$ cat src/rtl/bb_req_arbiter.sv
// Round-robin arbiter sharing one REQ/ACK pulse-handshake port between NREQ requesters.
// An in-order ID FIFO routes each downstream ACK and its data back to the owning requester.
module bb_req_arbiter #(
    parameter int unsigned NREQ    = 4,
    parameter int unsigned MAX_OUT = 4,
    parameter int unsigned DW      = 3
) (
    input  logic                         i_clk,
    input  logic                         i_rst_n,
    input  logic                         i_stall,
    input  logic [NREQ-1:0]              i_req,
    output logic [NREQ-1:0]              o_ack,
    output logic [DW-1:0]                o_data,
    output logic                         o_dn_req,
    input  logic                         i_dn_ack,
    input  logic [DW-1:0]                i_dn_data,
    output logic [$clog2(MAX_OUT+1)-1:0] o_outst,
    output logic                         o_busy,
    output logic                         o_err
);

    localparam int unsigned IW = (NREQ > 1) ? $clog2(NREQ) : 1;
    localparam int unsigned OW = $clog2(MAX_OUT + 1);
    localparam int unsigned PW = (MAX_OUT > 1) ? $clog2(MAX_OUT) : 1;

    localparam logic [OW-1:0] OutMax  = OW'(MAX_OUT);
    localparam logic [IW:0]   NreqW   = (IW + 1)'(NREQ);
    localparam logic [IW-1:0] IdLast  = IW'(NREQ - 1);
    localparam logic [PW-1:0] PtrLast = PW'(MAX_OUT - 1);

    typedef enum logic [1:0] {StIdle, StActive, StFull, StFault} state_e;

    state_e          r_state, w_state_d;
    logic [OW-1:0]   r_outst, w_outst_d;
    logic [NREQ-1:0] r_pending, w_pending_d;
    logic [NREQ-1:0] r_ack, w_ack_d;
    logic [NREQ-1:0] w_elig;
    logic [IW-1:0]   r_rr_ptr;
    logic [IW-1:0]   w_win;
    logic [IW:0]     w_sum;
    logic            w_found;
    logic            w_issue;
    logic            w_pop;
    logic            w_spurious;
    logic [DW-1:0]   r_data;
    logic            r_dn_req;
    logic            r_err;
    logic [IW-1:0]   r_fifo [MAX_OUT];
    logic [PW-1:0]   r_wr_ptr, r_rd_ptr;
    logic [IW-1:0]   w_head;

    // The ACK_O mask stops a requester being re-granted while it is still dropping REQ_I.
    assign w_elig = i_req & ~r_pending & ~r_ack;

    always_comb begin
        w_found = 1'b0;
        w_win   = '0;
        w_sum   = '0;
        for (int unsigned j = 0; j < NREQ; j++) begin
            w_sum = {1'b0, r_rr_ptr} + (IW + 1)'(j);
            if (w_sum >= NreqW) begin
                w_sum = w_sum - NreqW;
            end
            if (!w_found && w_elig[w_sum[IW-1:0]]) begin
                w_found = 1'b1;
                w_win   = w_sum[IW-1:0];
            end
        end
    end

    assign w_issue    = w_found & ~i_stall & (r_outst < OutMax) & (r_state != StFault);
    assign w_pop      = i_dn_ack & (r_outst != '0);
    assign w_spurious = i_dn_ack & (r_outst == '0);
    assign w_head     = r_fifo[r_rd_ptr];

    always_comb begin
        w_outst_d   = r_outst;
        w_pending_d = r_pending;
        w_ack_d     = '0;
        if (w_issue && !w_pop) begin
            w_outst_d = r_outst + OW'(1);
        end else if (!w_issue && w_pop) begin
            w_outst_d = r_outst - OW'(1);
        end
        if (w_pop) begin
            w_pending_d[w_head] = 1'b0;
            w_ack_d[w_head]     = 1'b1;
        end
        if (w_issue) begin
            w_pending_d[w_win] = 1'b1;
        end
    end

    always_comb begin
        w_state_d = r_state;
        if (r_state == StFault || w_spurious) begin
            w_state_d = StFault;
        end else if (w_outst_d == '0) begin
            w_state_d = StIdle;
        end else if (w_outst_d == OutMax) begin
            w_state_d = StFull;
        end else begin
            w_state_d = StActive;
        end
    end

    always_ff @(posedge i_clk or negedge i_rst_n) begin
        if (!i_rst_n) begin
            r_state   <= StIdle;
            r_outst   <= '0;
            r_pending <= '0;
            r_ack     <= '0;
            r_data    <= '0;
            r_dn_req  <= 1'b0;
            r_err     <= 1'b0;
            r_rr_ptr  <= '0;
            r_wr_ptr  <= '0;
            r_rd_ptr  <= '0;
        end else begin
            r_state   <= w_state_d;
            r_outst   <= w_outst_d;
            r_pending <= w_pending_d;
            r_ack     <= w_ack_d;
            r_dn_req  <= w_issue;
            if (w_spurious) begin
                r_err <= 1'b1;
            end
            if (w_pop) begin
                r_data   <= i_dn_data;
                r_rd_ptr <= (r_rd_ptr == PtrLast) ? '0 : r_rd_ptr + PW'(1);
            end
            if (w_issue) begin
                r_wr_ptr <= (r_wr_ptr == PtrLast) ? '0 : r_wr_ptr + PW'(1);
                r_rr_ptr <= (w_win == IdLast) ? '0 : w_win + IW'(1);
            end
        end
    end

    // Entries are only read between push and pop, so the storage needs no reset.
    always_ff @(posedge i_clk) begin
        if (w_issue) begin
            r_fifo[r_wr_ptr] <= w_win;
        end
    end

    assign o_ack    = r_ack;
    assign o_data   = r_data;
    assign o_dn_req = r_dn_req;
    assign o_outst  = r_outst;
    assign o_err    = r_err;
    assign o_busy   = (r_outst != '0) | r_dn_req;

endmodule
$ cat config.mk
export PLATFORM = sky130hd
export DESIGN_NAME = bb_req_arbiter
export DESIGN_NICKNAME = d
export VERILOG_FILES = /design/src/rtl/bb_req_arbiter.sv
export SDC_FILE = /design/constraint.sdc
export NUM_CORES = 1
export LEC_CHECK = 0
export CAP_MARGIN = 20
export CORE_MARGIN = 2
export CORE_UTILIZATION = 60
export CTS_BUF_LIST = sky130_fd_sc_hd__clkbuf_2 sky130_fd_sc_hd__clkbuf_4 sky130_fd_sc_hd__clkbuf_8
export CTS_CLUSTER_SIZE = 30
export DETAILED_ROUTE_END_ITERATION = 6
export GPL_TIMING_DRIVEN = 1
export PLACE_DENSITY_LB_ADDON = 0.08
export SETUP_SLACK_MARGIN = 0.15
export SYNTH_ARGS = -nofsm -noshare
export SYNTH_HDL_FRONTEND = slang
export SYNTH_SLANG_ARGS = --single-unit
$ cat constraint.sdc
create_clock -name i_clk -period 5.2 [get_ports i_clk]
set_input_delay 0.52 -clock i_clk [delete_from_list [all_inputs] [get_ports i_clk]]
set_output_delay 0.52 -clock i_clk [all_outputs]
set_load 0.05 [all_outputs]
==> summary.md <==
| Metric | Value |
|---|---|
| CTS Buf Count | 5 |
| Slowest stage delay, CP | 0.72 ns |
| Top delay family on crit path | buffers and inverters |
| Crit path capture type | primary output |
| First-pass GRT wire length | 5.16 mm |
| Min Hold Slack | 0.471 ns |
| Max-cap violation count | 0 |
| Vias in the first global route | 1,152 |
| Die area | 3170 sq um |
| Drt drc | 0 |
| Core Region | 2540 sq um |
| Gr usage total | 22.6% |
| Synth Area per Inst | 11.2 sq um |
| Syn nets | 169 |
| Fin. Hold Viols | 0 |
| Leak Pwr | 0.886 nW |
| Unique masters post-synth | 39 |
| Seq cells post-synth | 32 |
| CTS tree | built |
| DP Wirelength | 2.24 mm |
| Layout cell share with drive strength beyond 1 | 13.2% |
| Netlist Area Pre-Place | 1640 sq um |
| Setup WS post-layout | 2.41 ns |
| Top cell type's share of synthesized area | 36.6% |
| Final Critical Period | 2.79 ns |
| Rel. slew slack | 48.9% |
| Die width | 56.3 microns |
| Largest area contributor in the netlist | dfrtp_1 |
| Routed vias/inst | 5.55 |
| # rows | 18 |
| I/O Buffers | 23 |
| Clk buf depth | 2 |
| Avg WL per Cell | 15.1 microns |
| Hold-fix buffers, CTS | 0 |
| Worst path bufs/invs | 2 |
| Synthesis-to-layout area growth | 20.8% |
| Largest net degree at the start of global routing | 25 |
| Tcrit/Tclk final | 53.7% |
| Slowest-stage cell, CP | clkdlybuf4s50_1 |
| Worst-path clk slew | 0.10 ns |
| Clk_lat worst skew | 0.35 ns |
| EDFF count, synth | 8 |
| Seq/Total Area, Yosys | 51.2% |
| Worst-Margin Slew | 0.765 ns |
| Initial DRC Count | 30 |
| Peak Freq | 358 MHz |
| H-tree depth | 2 |
| Pre-antenna DRT Iters | 4 |
| Antenna violations before repair | 0 |
| Setup TNS | 0 ns |
| TritonCTS Sinks | 32 |
| Post-synth top flop | dfrtp_1 |
| Maximum VDD drop | 0.522 mV |
| Max Clock Skew | 0.00814 ns |
| Crit path required time | 4.68 ns |
| GPL Wtd Cong | 0.821 |
| Worst hold path type | reg -> reg |
| Grt ovf | 0 |
| Slew Limit Fails | 0 |
| WL final | 3.09 mm |
| Post-route ant nets | 0 |
| Gate Count Post-Synth | 146 |
| PD cells | 620 nW/um^2 |
| Nets | 196 |
| CTS resizes | 0 |
| I/O pin count | 24 |
| Critical Setup Path Class | reg -> out |
| Final setup violation count | 0 |
| Crit-path max FO | 5 |
| Initial Util | 64.5% |
| Detailed-route via count | 1,132 |
| Postcts setup bufs | 0 |
| ANT cells | 0 |
| RSZ-0062 raised after global routing | false |
| Critical path launch point type | flop |
| Async set-reset flop share out of synthesis | 75.0% |
| Root Buffer | clkbuf_4 |
| Ys Warns | 0 |
| Die height | 56.3 microns |
| Status | completed |
| Pre-CTS setup slack | 2.36 ns |
| Top post-synthesis cells by area | dfrtp_1 37%, edfxtp_1 15%, ha_1 9.1% |
| Critical-path cell list | inv_1, ha_1, nor2b_1, nand2b_1, clkdlybuf4s50_1 |
| Worst EP arrival | 2.27 ns |
area by class of cell:
cell class                 instances  area, sq um
clock inverter                     3         42.5
clock buffer                       5         37.5
timing repair buffer              24          258
fill                             162          562
tap                               30         37.5
inverter                          13         48.8
sequential                        32          841
multi-input combinational         97          718
per-layer routing:
layer / track usage, % / up-vias / routed length [microns]
met4: 17.7 / 0 / 148
li1: - / 546 / -
met3: 7.14 / 15 / 154
met5: 0 / - / 0
met1: 24.8 / 539 / 1290
met2: 36.0 / 32 / 1500
synthesized netlist by cell type (2+ instances only):
master / number
dfrtp_1: 24
nand2_1: 24
ha_1: 12
inv_1: 12
edfxtp_1: 8
nor2_1: 6
o21ai_0: 6
a21oi_1: 5
and2_1: 5
o21ai_1: 5
nand2b_1: 3
nor3b_2: 3
a21o_1: 2
mux2i_1: 2
mux4_2: 2
nor3_1: 2
o22ai_1: 2
xnor2_1: 2
worst reg2reg max path, stage by stage, from the launching register on:
cell	delay, ns
dfrtp_1	0.43
inv_1	0.16
ha_1	0.19
nor2b_1	0.33
and2b_1	0.38
or4_1	0.45
o211a_1	0.15
nand2b_1	0.14
metrics by stage:
step / utilization, % / total power [mW] / std cells / area (sq um)
after global routing: 77.9 / 1.32 / 204 / 1980
after detailed placement: 73.7 / 1.04 / 195 / 1880
after global placement: 73.7 / 1.01 / 195 / 1880
after floorplan: - / 0.876 / 146 / 1640
final: 77.9 / 1.23 / 204 / 1980
after CTS: 76.8 / 1.23 / 203 / 1960
state kept, by name, indices dropped and copies added (netlist names):
| name | cells |
|---|---|
| r_fifo | 8 |
| r_rr_ptr | 2 |
| o_err | 1 |
| r_rd_ptr | 2 |
| o_ack | 4 |
| o_outst | 3 |
| r_pending | 4 |
| o_data | 3 |
| r_state | 2 |
| r_wr_ptr | 2 |
| o_dn_req | 1 |
worst paths after layout:
path	depth (start not counted)	from	end	slack, ns
worst max-delay path	5	o_outst[0]	o_busy	2.41
worst min-delay path	1	o_err	o_err	0.47
worst max register to register	7	o_outst[0]	r_state[0]	2.85
worst min register to register	1	o_err	o_err	0.47
max in group asynchronous	2	i_rst_n	r_pending[3]	4.22
min in group asynchronous	1	i_rst_n	o_dn_req	0.51
layout by cell type, fill, tap and decap left out, types with 2 or more instances in the layout:
cell / n
nor3_1: 2
inv_1: 12
a21o_1: 2
nor2_1: 6
nand2b_1: 3
xnor2_1: 2
o21ai_1: 5
ha_1: 12
edfxtp_1: 8
nor3b_2: 3
o22ai_1: 2
mux2i_1: 2
a21oi_1: 5
nand2_1: 24
and2_1: 5
mux4_2: 2
clkdlybuf4s50_1: 23
dfrtp_1: 24
o21ai_0: 6
clkbuf_4: 5
report_power, final:
part	switching (mW)	total [mW]	internal (mW)
registers	0.0741	0.429	0.355
logic	0.378	0.611	0.232
clock network	0.0902	0.190	0.100
kinds of logic after synthesis:
| logic type | after synthesis | share of synthesized area, % |
|---|---|---|
| simple gates | 52 | 17.4 |
| compound gates | 25 | 10.5 |
| mux | 4 | 3.96 |
| buf+inv | 17 | 5.03 |
| flops | 32 | 51.2 |
| fa+ha+maj | 13 | 9.83 |
| xor+xnor | 3 | 2.06 |
(Power assumes the default switching activity.)
